$ cat src/rtl/dual_port_ram_pkg.sv
// Shared types for the dual_port_ram port-0 arbiter.
// RAM_ARB_BURST_EN enables burst-hold arbitration in the arbiter.
package dual_port_ram_pkg;

    localparam int DEF_ADDR_WIDTH = 4;
    localparam int DEF_DATA_WIDTH = 8;

    typedef enum logic [1:0] {
        IDLE,
        OWN_A,
        OWN_B
    } owner_t;

    typedef enum logic {
        REQ_A = 1'b0,
        REQ_B = 1'b1
    } req_id_t;

endpackage

$ cat src/rtl/rr_arbiter_2.sv
// Two-way round-robin arbiter with owner FSM and priority pointer.
// RAM_ARB_BURST_EN: owner keeps the grant for up to MAX_BURST cycles.
module rr_arbiter_2
    import dual_port_ram_pkg::*;
`ifdef RAM_ARB_BURST_EN
#(
    parameter int MAX_BURST = 4
)
`endif
(
    input  logic clk,
    input  logic rst,
    input  logic req_a,
    input  logic req_b,
    output logic gnt_a,
    output logic gnt_b
);

    owner_t  owner;
    owner_t  owner_nxt;
    req_id_t last;
    req_id_t last_q;
    logic    tie_a;

    // The owner of the previous cycle is the freshest pointer value.
    always_comb begin
        unique case (owner)
            OWN_A:   last = REQ_A;
            OWN_B:   last = REQ_B;
            default: last = last_q;
        endcase
    end

`ifdef RAM_ARB_BURST_EN
    localparam int CW = $clog2(MAX_BURST + 1);

    logic [CW-1:0] burst_cnt;
    logic [CW-1:0] burst_nxt;
    logic          hold;

    assign hold = burst_cnt < CW'(MAX_BURST);

    always_comb begin
        tie_a = (last == REQ_B);
        if (owner == OWN_A && hold)
            tie_a = 1'b1;
        else if (owner == OWN_B && hold)
            tie_a = 1'b0;
    end

    always_comb begin
        burst_nxt = '0;
        if ((gnt_a && owner == OWN_A) || (gnt_b && owner == OWN_B))
            burst_nxt = hold ? burst_cnt + 1'b1 : burst_cnt;
        else if (gnt_a || gnt_b)
            burst_nxt = CW'(1);
    end

    always_ff @(posedge clk) begin
        if (rst)
            burst_cnt <= '0;
        else
            burst_cnt <= burst_nxt;
    end
`else
    assign tie_a = (last == REQ_B);
`endif

    always_comb begin
        gnt_a = 1'b0;
        gnt_b = 1'b0;
        if (!rst) begin
            gnt_a = req_a && (!req_b || tie_a);
            gnt_b = req_b && (!req_a || !tie_a);
        end
    end

    always_comb begin
        owner_nxt = IDLE;
        unique case (1'b1)
            gnt_a:   owner_nxt = OWN_A;
            gnt_b:   owner_nxt = OWN_B;
            default: owner_nxt = IDLE;
        endcase
    end

    always_ff @(posedge clk) begin
        if (rst) begin
            owner  <= IDLE;
            last_q <= REQ_B;
        end else begin
            owner  <= owner_nxt;
            last_q <= last;
        end
    end

endmodule

$ cat src/rtl/dual_port_ram_arbiter.sv
// Shares dual_port_ram port 0 between requesters A and B.
// RAM_ARB_BURST_EN selects burst-hold arbitration (MAX_BURST grants).
module dual_port_ram_arbiter
    import dual_port_ram_pkg::*;
#(
    parameter int ADDR_WIDTH = DEF_ADDR_WIDTH,
    parameter int DATA_WIDTH = DEF_DATA_WIDTH,
    parameter int MAX_BURST  = 4
)(
    input  logic                  clk,
    input  logic                  rst,
    input  logic                  req_a,
    input  logic                  we_a,
    input  logic [ADDR_WIDTH-1:0] addr_a,
    input  logic [DATA_WIDTH-1:0] wdata_a,
    input  logic                  req_b,
    input  logic                  we_b,
    input  logic [ADDR_WIDTH-1:0] addr_b,
    input  logic [DATA_WIDTH-1:0] wdata_b,
    output logic                  gnt_a,
    output logic                  gnt_b,
    output logic                  rvalid_a,
    output logic [DATA_WIDTH-1:0] rdata_a,
    output logic                  rvalid_b,
    output logic [DATA_WIDTH-1:0] rdata_b,
    output logic                  ram_port_en_0,
    output logic                  ram_wr_en,
    output logic [ADDR_WIDTH-1:0] ram_addr_0,
    output logic [DATA_WIDTH-1:0] ram_data_in,
    input  logic [DATA_WIDTH-1:0] ram_data_out_0
);

    if (MAX_BURST < 1) begin : g_bad_burst
        $error("MAX_BURST must be at least 1");
    end

    logic rd_pend_a;
    logic rd_pend_b;

`ifdef RAM_ARB_BURST_EN
    rr_arbiter_2 #(.MAX_BURST(MAX_BURST)) u_arb (
`else
    rr_arbiter_2 u_arb (
`endif
        .clk   (clk),
        .rst   (rst),
        .req_a (req_a),
        .req_b (req_b),
        .gnt_a (gnt_a),
        .gnt_b (gnt_b)
    );

    always_comb begin
        ram_port_en_0 = gnt_a | gnt_b;
        ram_wr_en     = 1'b0;
        ram_addr_0    = '0;
        ram_data_in   = '0;
        unique case (1'b1)
            gnt_a: begin
                ram_wr_en   = we_a;
                ram_addr_0  = addr_a;
                ram_data_in = wdata_a;
            end
            gnt_b: begin
                ram_wr_en   = we_b;
                ram_addr_0  = addr_b;
                ram_data_in = wdata_b;
            end
            default: ;
        endcase
    end

    always_ff @(posedge clk) begin
        if (rst) begin
            rd_pend_a <= 1'b0;
            rd_pend_b <= 1'b0;
        end else begin
            rd_pend_a <= gnt_a & ~we_a;
            rd_pend_b <= gnt_b & ~we_b;
        end
    end

    // A response landing in a reset cycle is dropped.
    assign rvalid_a = rd_pend_a & ~rst;
    assign rvalid_b = rd_pend_b & ~rst;
    assign rdata_a  = rvalid_a ? ram_data_out_0 : '0;
    assign rdata_b  = rvalid_b ? ram_data_out_0 : '0;

endmodule

$ cat config.mk
export PLATFORM = sky130hd
export DESIGN_NAME = dual_port_ram_arbiter
export DESIGN_NICKNAME = d
export VERILOG_FILES = /design/src/rtl/dual_port_ram_pkg.sv /design/src/rtl/rr_arbiter_2.sv /design/src/rtl/dual_port_ram_arbiter.sv
export SDC_FILE = /design/constraint.sdc
export NUM_CORES = 1
export LEC_CHECK = 0
export CORE_MARGIN = 2
export CORE_UTILIZATION = 21
export DETAILED_ROUTE_END_ITERATION = 10
export GPL_TIMING_DRIVEN = 0
export PLACE_DENSITY_LB_ADDON = 0.15
export SLEW_MARGIN = 40
export SYNTH_ARGS = -nofsm -noshare
export SYNTH_HDL_FRONTEND = slang
export SYNTH_HIERARCHICAL = 1
export SYNTH_SLANG_ARGS = --single-unit
$ cat constraint.sdc
create_clock -name clk -period 2 [get_ports clk]
set_clock_uncertainty 0.2 [all_clocks]
set_input_delay 0.4 -clock clk [delete_from_list [all_inputs] [get_ports clk]]
set_output_delay 0.4 -clock clk [all_outputs]
set_load 0.02 [all_outputs]
==> results.py <==
metrics = {
    "sta": {
        "relSlewSlack": 0.778,
        "finalHoldViolCount": 0,
        "drv_slew": 0,
        "rsz0062_at_grt": "yes",
        "finalSetupViolations": 16,
        "finalCritPeriodShare": 1.20,
        "fin_crit_ns": 2.40,
        "worstMarginPinSlew_ns": 0.332,
        "fmax_mhz": 417,
        "setup_tns_ns": -5.94,
        "worst_slack_ns": -0.398,
    },
    "clock_tree": {
        "cts_buffers": 3,
        "clock-sinks": 5,
        "cts_hold_buf": 0,
        "cts.htree.levels": 1,
        "clk_pin_slew_worst_paths_ns": 0.04,
        "max-clock-path-buffers": 2,
        "clk_latency_ns": 0.23,
        "cts_tree": "yes",
        "root_buffer": "clkbuf_4",
    },
    "power": {
        "p_sw_w": 0.000172,
        "cellInternalPower_w": 0.000396,
        "vdd.ir_drop.worst_mv": 0.234,
        "p_per_area_nw_per_um2": 391,
        "p_seq_frac": 0.200,
        "swShare": 0.303,
        "p_leak_nw": 0.751,
        "power_frac_comb": 0.605,
        "clockPowerShare": 0.195,
    },
    "die": {
        "die_y_um": 53.6,
        "core.rowCount": 17,
        "die_area_um2": 2870,
        "initial_core_util": 0.227,
        "die_w_um": 53.6,
        "boundaryPins": 72,
        "core_um2": 2280,
    },
    "run_status": {
        "violations": "negative setup slack",
        "status": "finished with violations",
    },
    "global_routing": {
        "grt_start_max_net_pins": 11,
        "antenna_found_initial": 0,
        "grt_pass1_wl_mm": 3.45,
        "grt_pass1_vias": 771,
        "grt_use_total": 0.162,
        "grt_overflow": 0,
    },
    "synth": {
        "synthTopCellsByArea": "and3b_1 27%, a22o_2 23%, dfxtp_1 19%",
        "synth.avg_cell_area_um2": 9.75,
        "ys_warn_count": 6,
        "ys_async_sr_fraction": 0,
        "synth.net_count": 92,
        "synth_common_cells": "16 x and3b_1, 12 x a22o_2, 5 x dfxtp_1",
        "ys_ff_latch": 5,
        "synth_cell_type_count": 16,
        "synth_area_um2": 517,
        "synth.largest_area_cell": "and3b_1",
        "synthCells": 53,
        "synth_edf_count": 0,
        "synth_top_area_frac": 0.271,
        "synthFlopType": "dfxtp_1",
        "yosysMostFrequentCell": "and3b_1",
        "yosysSeqAreaShare": 0.194,
    },
    "setup_path": {
        "crit_fanout": 6,
        "critPathMaxStageDelay_ns": 0.32,
        "arrival_ns": 1.80,
        "worstSetupStartpointType": "flop",
        "crit_slowest_cell": "dfxtp_2",
        "cp.required_ns": 1.40,
        "reg2reg_from": "u_arb/owner[0]",
        "cp_num_buf_inv": 3,
        "worst_setup_path_end_kind": "output pin",
        "cp_top_family": "compound AO/OA/AOI/OAI gates",
        "crit_chain": "inv_2 -> ha_4 -> mux2i_4 -> o211a_4 -> buf_8 -> a22o_4 -> buf_6",
        "critPathKind": "flop to output pin",
        "crit_path_start": "u_arb/owner[0]",
    },
    "drt": {
        "route.vias.total": 772,
        "viasPerCell": 4.68,
        "drt_iter0_drc": 5,
        "wirelength_mm": 2.09,
        "drc": 0,
        "drtPass1Iterations": 3,
        "avgRoutedWirePerCell_um": 12.7,
        "drtAntennaViolNets": 0,
    },
    "finish": {
        "fillers": 185,
        "area_delta_synth_final_pct": 181,
        "antennaDiodeCount": 0,
        "utilization": 0.638,
        "final_nets": 177,
        "stdcell_area_um2": 1450,
        "instances_no_fill": 165,
        "drive_gt1_frac": 0.504,
    },
    "place": {
        "numPortBuffers": 71,
        "dpl_cell_area_um2": 1380,
        "placed_cells": 152,
        "routabilityCongestion": 0.676,
        "hpwlAfterDp_mm": 1.64,
    },
    "min_path": {
        "hp-start": "rst",
        "holdCritPathClass": "input port to flop",
    },
    "job": {
        "maxCapViolations": 0,
    },
}
[through the flow]
step / hold slack [ns] / setup slack (ns) / total power (W)
global placement: 0.333 / -0.909 / 0.000409
finish: 0.396 / -0.398 / 0.000568
CTS: 0.393 / -0.433 / 0.000569
global route: 0.408 / -0.446 / 0.000599
detailed placement: 0.357 / -0.916 / 0.000412
floorplan: 0.265 / -0.155 / 0.000261
[flip-flops by register name, summed over array words and instances (netlist names)]
signal        flops
rd_pend_b         1
u_arb/owner       2
u_arb/last_q      1
rd_pend_a         1
[repair_timing]
action | in CTS | in global routing
endpoints found under the setup margin | 34 | 32
setup buffers | 6 | 1
pin swaps | 3 | 2
gates resized for setup | 134 | 22
cloned | 2 | 0
[path summary, 6_finish.rpt]
path	endpoint	slack (ns)	depth (start not counted)
worst max-delay path	ram_wr_en	-0.40	7
worst min-delay path	u_arb/owner[0]	0.40	2
worst max register to register	rd_pend_b	0.29	6
worst min register to register	u_arb/last_q	0.59	4
[per-layer routing]
| layer | up-vias | track usage | routed length, um |
|---|---|---|---|
| li1 | 376 | - | - |
| met2 | 45 | 0.311 | 1080 |
| met4 | 0 | 0.0385 | 0 |
| met3 | 0 | 0.0500 | 267 |
| met5 | - | 0 | 0 |
| met1 | 351 | 0.170 | 744 |
[cell type report]
class,count,area (um2),share of cell area
clock buffer,4,26.3,0.0181
timing repair buffer,80,743,0.512
inverter,3,11.3,0.00776
sequential,5,103,0.0707
tap,28,35.0,0.0241
buffer,4,41.3,0.0284
multi-input combinational,41,492,0.339
[cells in the final DEF (no fill, tap or decap)]
master | synthesis | final
a211oi_1 | 2 | 1
clkdlybuf4s15_1 | 0 | 1
a22o_1 | 1 | 1
clkdlybuf4s50_1 | 0 | 36
nor2b_1 | 2 | 2
inv_1 | 3 | 2
nand2_1 | 1 | 1
a22o_4 | 0 | 10
a211oi_4 | 0 | 1
buf_4 | 0 | 8
dfxtp_2 | 0 | 2
mux2i_4 | 0 | 1
nor3b_2 | 1 | 1
buf_16 | 0 | 1
dlygate4sd2_1 | 0 | 2
and3b_1 | 16 | 16
dfxtp_1 | 5 | 3
a22o_2 | 12 | 2
clkbuf_2 | 0 | 16
buf_8 | 0 | 1
or2_4 | 0 | 1
ha_4 | 0 | 1
inv_2 | 0 | 1
buf_6 | 2 | 19
clkbuf_1 | 0 | 1
clkbuf_4 | 0 | 3
o211a_1 | 2 | 1
o211a_4 | 0 | 1
nor3b_1 | 1 | 1
[power groups by stage]
stage | combinational (W) | clock [W] | sequential, W
after floorplan | 0.000148 | 0 | 0.000114
after global placement | 0.000295 | 0 | 0.000115
after detailed placement | 0.000297 | 0 | 0.000115
after CTS | 0.000341 | 0.000114 | 0.000114
after global routing | 0.000364 | 0.000120 | 0.000114
final | 0.000344 | 0.000111 | 0.000113
[kinds of logic after synthesis]
group	count (synthesis)	synth area share
DFF	5	0.194
muxes	1	0.0266
buffers and inverters	7	0.0847
AOI/OAI and AO/OA	17	0.317
adders and majority gates	1	0.0242
and+or+nand+nor	22	0.354
[worst reg2reg max path, delay by kind of cell, from the launching register on]
family,cells,cell delay [ns]
AOI/OAI and AO/OA,1,0.27
adders and majority gates,1,0.27
buffers and inverters,2,0.18
DFF,1,0.32
muxes,1,0.28
and+or+nand+nor,1,0.14
(Power assumes the default switching activity.)
